File: config.mk
export PLATFORM = sky130hd
export DESIGN_NAME = pc_fetch_sequencer_flat
export DESIGN_NICKNAME = d
export VERILOG_FILES = /design/src/rtl/pc_fetch_sequencer_if.sv /design/src/rtl/pc_fetch_sequencer.sv /design/src/flat_wrapper.sv
export SDC_FILE = /design/constraint.sdc
export NUM_CORES = 1
export LEC_CHECK = 0
export ABC_CLOCK_PERIOD_IN_PS = 2700
export BUFFER_PORTS_ARGS = -buffer_cell sky130_fd_sc_hd__buf_2
export CAP_MARGIN = 0
export CELL_PAD_IN_SITES_DETAIL_PLACEMENT = 1
export CELL_PAD_IN_SITES_GLOBAL_PLACEMENT = 1
export CORE_UTILIZATION = 38
export CTS_CLUSTER_SIZE = 30
export DETAILED_ROUTE_END_ITERATION = 10
export GPL_TIMING_DRIVEN = 0
export PLACE_DENSITY = 0.78
export SETUP_SLACK_MARGIN = 0.4
export SYNTH_ARGS = -nofsm -noshare
export SYNTH_HDL_FRONTEND = slang
export SYNTH_SLANG_ARGS = --single-unit
File: constraint.sdc
create_clock -name clk -period 2.7 [get_ports clk]
set_input_delay 0 -clock clk [delete_from_list [all_inputs] [get_ports clk]]
set_output_delay 0 -clock clk [all_outputs]
set_load 0.05 [all_outputs]
File: src/rtl/pc_fetch_sequencer_if.sv
// Fetch-side bus of the PC sequencer: instruction memory req/ack plus the valid/ready path to decode.
interface pc_fetch_sequencer_if #(
  parameter int PC_W = 32
);
  logic            imem_req;
  logic [PC_W-1:0] imem_addr;
  logic            imem_ack;
  logic [31:0]     imem_data;
  logic            instr_valid;
  logic            instr_ready;
  logic [31:0]     instr_out;
  logic [PC_W-1:0] pc_out;

  modport master (
    output imem_req, imem_addr, instr_valid, instr_out, pc_out,
    input  imem_ack, imem_data, instr_ready
  );

  modport slave (
    input  imem_req, imem_addr, instr_valid, instr_out, pc_out,
    output imem_ack, imem_data, instr_ready
  );
endinterface

File: src/rtl/pc_fetch_sequencer.sv
// KGP-RISC PC/fetch sequencer; BRANCH_COUNT_EN adds a saturating taken-branch counter.
// Latency: instruction presented the cycle after imem_ack (min 1 cycle from req).
// Backpressure: holds one instruction until instr_ready; no new fetch is issued while holding.
module pc_fetch_sequencer #(
  parameter int              PC_W     = 32,
  parameter logic [PC_W-1:0] RESET_PC = '0
) (
  input  logic              clk,
  input  logic              rst,
  input  logic              branch_valid,
  input  logic              branch,
  input  logic [25:0]       offset_in,
  input  logic              jump_reg,
  input  logic [PC_W-1:0]   rs_value,
  input  logic [PC_W-1:0]   branch_pc,
  pc_fetch_sequencer_if.master bus,
  output logic [PC_W-1:0]   link_pc
`ifdef BRANCH_COUNT_EN
  ,output logic [15:0]      taken_count
`endif
);

  localparam logic [1:0] FETCH    = 2'd0;
  localparam logic [1:0] HOLD     = 2'd1;
  localparam logic [1:0] REDIRECT = 2'd2;

  logic [1:0]      state;
  logic            started;
  logic            flush_pending;
  logic [PC_W-1:0] pc;
  logic            taken;
  logic            fetch_req;
  logic [PC_W-1:0] seq_pc;
  logic [PC_W-1:0] rel_target;
  logic [PC_W-1:0] target_raw;
  logic [PC_W-1:0] target;

  assign taken = branch_valid & branch;

  always_comb begin
    seq_pc     = branch_pc + PC_W'(4);
    rel_target = seq_pc + {{(PC_W-28){offset_in[25]}}, offset_in, 2'b00};
    target_raw = jump_reg ? rs_value : rel_target;
    target     = {target_raw[PC_W-1:2], 2'b00};
  end

  // started keeps req low through the first edge after reset, so a stray ack there is ignored
  assign fetch_req     = started && (state == FETCH);
  assign bus.imem_req  = fetch_req;
  assign bus.imem_addr = pc;

  always_ff @(posedge clk or negedge rst) begin
    if (!rst) begin
      state           <= FETCH;
      started         <= 1'b0;
      flush_pending   <= 1'b0;
      pc              <= RESET_PC;
      link_pc         <= '0;
      bus.instr_valid <= 1'b0;
      bus.instr_out   <= '0;
      bus.pc_out      <= '0;
    end else begin
      started <= 1'b1;
      if (taken) begin
        pc              <= target;
        link_pc         <= seq_pc;
        bus.instr_valid <= 1'b0;
        case (state)
          FETCH: begin
            if (fetch_req && !bus.imem_ack) begin
              state         <= REDIRECT;
              flush_pending <= 1'b1;
            end else begin
              state <= FETCH;
            end
          end
          // an ack landing with the re-branch retires the stale fetch, so REDIRECT cannot stall
          REDIRECT: begin
            if (bus.imem_ack) begin
              state         <= FETCH;
              flush_pending <= 1'b0;
            end
          end
          default: state <= FETCH;
        endcase
      end else begin
        case (state)
          FETCH: begin
            if (fetch_req && bus.imem_ack) begin
              bus.instr_out   <= bus.imem_data;
              bus.pc_out      <= pc;
              bus.instr_valid <= 1'b1;
              pc              <= pc + PC_W'(4);
              state           <= HOLD;
            end
          end
          HOLD: begin
            if (bus.instr_ready) begin
              bus.instr_valid <= 1'b0;
              state           <= FETCH;
            end
          end
          REDIRECT: begin
            if (bus.imem_ack && flush_pending) begin
              state         <= FETCH;
              flush_pending <= 1'b0;
            end
          end
          default: begin
            state         <= FETCH;
            flush_pending <= 1'b0;
          end
        endcase
      end
    end
  end

`ifdef BRANCH_COUNT_EN
  always_ff @(posedge clk or negedge rst) begin
    if (!rst) begin
      taken_count <= '0;
    end else if (taken && (taken_count != 16'hFFFF)) begin
      taken_count <= taken_count + 16'd1;
    end
  end
`endif

endmodule
File: src/flat_wrapper.sv
// flat-port wrapper written by rule: the top's interface ports become plain ports
module pc_fetch_sequencer_flat 
#(
  parameter int              PC_W     = 32,
  parameter logic [PC_W-1:0] RESET_PC = '0
)
  (clk, rst, branch_valid, branch, offset_in, jump_reg, rs_value, branch_pc, link_pc, bus_imem_req, bus_imem_addr, bus_instr_valid, bus_instr_out, bus_pc_out, bus_imem_ack, bus_imem_data, bus_instr_ready);
  pc_fetch_sequencer_if #(.PC_W(PC_W)) bus_i ();
  input  logic clk;
  input  logic rst;
  input  logic branch_valid;
  input  logic branch;
  input  logic [25:0] offset_in;
  input  logic jump_reg;
  input  logic [PC_W-1:0] rs_value;
  input  logic [PC_W-1:0] branch_pc;
  output logic [PC_W-1:0] link_pc;
  output wire logic [$bits(bus_i.imem_req)-1:0] bus_imem_req;
  output wire logic [$bits(bus_i.imem_addr)-1:0] bus_imem_addr;
  output wire logic [$bits(bus_i.instr_valid)-1:0] bus_instr_valid;
  output wire logic [$bits(bus_i.instr_out)-1:0] bus_instr_out;
  output wire logic [$bits(bus_i.pc_out)-1:0] bus_pc_out;
  input wire logic [$bits(bus_i.imem_ack)-1:0] bus_imem_ack;
  input wire logic [$bits(bus_i.imem_data)-1:0] bus_imem_data;
  input wire logic [$bits(bus_i.instr_ready)-1:0] bus_instr_ready;
  assign bus_imem_req = bus_i.imem_req;
  assign bus_imem_addr = bus_i.imem_addr;
  assign bus_instr_valid = bus_i.instr_valid;
  assign bus_instr_out = bus_i.instr_out;
  assign bus_pc_out = bus_i.pc_out;
  assign bus_i.imem_ack = bus_imem_ack;
  assign bus_i.imem_data = bus_imem_data;
  assign bus_i.instr_ready = bus_instr_ready;
  pc_fetch_sequencer #(.PC_W(PC_W), .RESET_PC(RESET_PC)) u_core (.clk(clk), .rst(rst), .branch_valid(branch_valid), .branch(branch), .offset_in(offset_in), .jump_reg(jump_reg), .rs_value(rs_value), .branch_pc(branch_pc), .bus(bus_i), .link_pc(link_pc));
endmodule
==> summary.txt <==
Cells and area
  – Area Overhead vs Synth: 55.8%
  – Layout cells sized above 1: 42.6%
  – Final core occ: 61.3%
  – Total area of sequential cells: 0.00323 mm^2
  – Design area: 0.0121 mm^2
  – Final Net Count: 1388
  – Fill cells: 2228
  – Footprint of the multi-input gates: 0.00510 mm^2

Clock tree
  – CTS tree: yes
  – Max H-tree Level: 4
  – Clock Latency Late Sink: 430 ps
  – CTS root buffer: clkbuf_16
  – Num CTS Buffers: 17
  – CTS Sinks: 129
  – Clock slew at reported path FFs: 60 ps
  – Max Root-Sink Buffers: 2

Setup path
  – CP Max Fanout: 4
  – Crit Path Class: input pin to register
  – Worst path arrival time: 3170 ps
  – Peak per-stage delay on the critical path: 360 ps
  – CP max-delay cell: a221oi_4
  – Worst R2R Start: u_core.state[1]
  – Setup crit start: branch_pc[8]
  – Startpoint Class: input pin
  – R2R depth: 9
  – Crit path capture: u_core.bus.imem_addr[29]
  – CP required: 3030 ps
  – Crit-path cells: buf_6 > nand3_4 > buf_4 > nor3_4 > nand3_1 > xnor2_2 > ha_1 > a21oi_1 > nand2_1 > nor2_1 > a21oi_4 > a221oi_4 > o31ai_2 > xnor2_1 > a221oi_2
  – R2R Setup Slk: 210 ps
  – Critical path endpoint category: register
  – Reg-to-reg endpoint: u_core.bus.imem_addr[29]

Route
  – Final Routed Wirelength: 34800 um
  – Top sig layer: met4
  – DR WL/cell: 23.1 um
  – DRT Pass-1 Iters: 5
  – Post-route ant nets: 0
  – DR vias: 8389
  – DR iter-0 viols: 476
  – DR DRC count: 0
  – Wire length on met1: 13200 um
  – Drt via density: 5.58
  – Routed length on met3: 2300 um
  – Met2 WL: 17500 um

Power and ir drop
  – Max IR drop VDD: 0.430 mV
  – Power Density: 817 mW/mm^2
  – Clock power frac: 24.6%
  – Comb pwr share: 46.3%
  – Sequential Power Share: 29.1%
  – Leakage Power: 5.57 nW
  – Net Sw Frac: 46.6%
  – Switching power: 4.63 mW
  – Int Pwr: 5.29 mW

STA
  – Fmax: 352 MHz
  – Minimum clock period: 2840 ps
  – Final worst slack: -144 ps
  – Max-slew headroom: 37.8%
  – Fin Hold WS: 3.39 ps
  – Crit share post-route: 105%
  – Layout Skew: 12.6 ps
  – RSZ-0062 raised after global routing: yes
  – Slew Limit Fails: 0
  – Final Hold Violating Endpoints: 0
  – Total Negative Setup Slacks: -761 ps
  – Endpoints failing setup: 10
  – Worst slew pin tran: 934 ps

Logic synthesis
  – Synth warnings: 0
  – Mux cell area share after synthesis: 9.61%
  – Xor and xnor area share after synthesis: 8.77%
  – Asr flop ratio synth: 100%
  – Post-Syn Instances: 818
  – Synth Area in Compound Gates: 13.5%
  – Number of synthesized flops with an enable pin: 0
  – Most common cell in the synthesized netlist: dfrtp_1
  – Yosys reg bits: 129
  – Sequential fraction of the synthesis area: 41.5%
  – Area contributors post-synth: dfrtp_1, mux2_2, nand2_1, ha_1, xor2_1
  – Post-synth top area share: 41.5%
  – Number of distinct library cells after synthesis: 70
  – Synth Flop Type: dfrtp_1
  – Synthesized cell area: 0.00779 mm^2
  – Largest family of logic cells by synthesized area: simple AND/OR/NAND/NOR gates
  – Post-synth top area cell: dfrtp_1
  – Area share of fa/ha/maj cells after synthesis: 5.88%
  – Synthesized area per cell: 9.52 um^2
  – Synth Area in Simple Gates: 17.8%
  – Post-synth top cells: dfrtp_1, nand2_1, nor2_1

GRT
  – Largest net degree at the start of global routing: 99
  – Initial antenna violation count: 3
  – Global Route Usage Sum: 29.2%
  – First-pass GRT wire length: 47900 um
  – Vias in the first global route: 8549
  – Total gr overflow: 0

Place
  – IO Port Bufs: 251
  – RD Place Congestion: 0.845
  – Placed cell areas: 0.00951 mm^2
  – HPWL Detailed: 20200 um

Flow run
  – Max-capacitance violation count: 0

Die
  – CORE AREA: 0.0198 mm^2
  – Row cnt: 51
  – Die span in y: 145 um
  – Starting Density: 39.4%
  – I/O pins: 259
  – Die Span X: 145 um
  – Full die area: 0.0211 mm^2

Worst hold path
  – Worst Hold Class: input pin to register

Run status
  – Failing checks: setup timing
  – Status: finished with violations
## timing repair
action | in CTS | in global routing
setup endpoints to repair | 19 | 71
hold buffers | 83 | 0
hold endpoints to repair | 213 | 0
setup buffers | 27 | 21
pin swaps | 38 | 51
gates resized for setup | 82 | 86
## sequential cells by signal, indices dropped and copies added (netlist names)
register	count
u_core.bus.instr_out	32
u_core.link_pc	32
u_core.bus.imem_addr	30
u_core.bus.pc_out	30
u_core.state	2
u_core.bus.instr_valid	1
u_core.flush_pending	1
u_core.started	1
## through the flow
step           setup WS (ps)  power (mW)  instances
3_3_place_gp            -725        6.85       1337
3_5_place_dp            -805        6.98       1338
2_1_floorplan          -22.4        5.83        821
5_1_grt                 -221        10.3       1504
6_report                -144        9.92       1504
4_1_cts                  110        9.63       1480
## cell families after synthesis
| family | after synthesis |
|---|---|
| and+or+nand+nor | 292 |
| AOI/OAI and AO/OA | 160 |
| DFF | 129 |
| xor gates and xnor gates | 78 |
| muxes | 67 |
| buffers and inverters | 54 |
| adders and majority gates | 36 |
| other | 2 |
## power groups by stage
stage | Sequential, mW | Combinational (mW) | Clock, mW
2_1_floorplan | 4.74 | 1.09 | 0
3_3_place_gp | 2.85 | 4.00 | 0
3_5_place_dp | 2.90 | 4.08 | 0
4_1_cts | 2.86 | 4.31 | 2.45
5_1_grt | 2.96 | 4.78 | 2.55
6_report | 2.89 | 4.59 | 2.44
## cells in the final DEF, fill, tap and decap left out, types with 6 or more instances in the layout
cell type / instances
xnor2_1: 25
clkbuf_2: 7
a211oi_1: 9
dfrtp_1: 129
a21oi_4: 6
and2_1: 7
ha_4: 7
xnor2_2: 12
buf_6: 13
nand2_2: 6
clkbuf_1: 17
nor2_1: 60
mux2_2: 61
nand2_1: 112
nor3_1: 10
buf_2: 247
ha_1: 23
a21oi_2: 8
a21o_1: 11
dlygate4sd3_1: 83
a21oi_1: 31
nand3_1: 31
a211oi_2: 6
nand4_1: 12
clkbuf_16: 17
buf_4: 42
inv_1: 14
o21ai_1: 7
and3_1: 10
xor2_1: 34
o21ai_0: 26
## worst max-delay path: cells and delay by family
family                   cells  cell delay [ps]
XOR/XNOR                     2              520
AO/OA/AOI/OAI                5             1100
buffers and inverters        2              240
adder cells (fa/ha/maj)      1              330
AND/OR/NAND/NOR              5              970
## how the worst min path moves through the flow
stage | startpoint | to | slack, ps | cells after the start
floorplan | rst | u_core.bus.imem_addr[10] | -300 | 0
global placement | branch_pc[1] | u_core.link_pc[1] | 190 | 3
detailed placement | rst | u_core.link_pc[10] | -90 | 1
CTS | branch_pc[20] | u_core.link_pc[20] | 3 | 5
global route | branch_pc[17] | u_core.link_pc[17] | 30 | 4
finish | branch_pc[17] | u_core.link_pc[17] | 3 | 4
## metal layers
| metal | track usage (%) | vias to the layer above |
|---|---|---|
| met5 | 0 | - |
| met4 | 11.4 | 0 |
| met3 | 6.01 | 133 |
| met2 | 51.5 | 448 |
| met1 | 34.5 | 4100 |
| li1 | - | 3708 |
## area by class of cell
cell class	instances	area share, %
multi-input combinational	638	42.0
sequential	129	26.6
timing repair buffer	383	21.4
clock buffer	18	3.54
tap	265	2.73
buffer	40	1.69
clock inverter	14	1.47
inverter	14	0.433
antenna	3	0.0619
(Power assumes the default switching activity.)
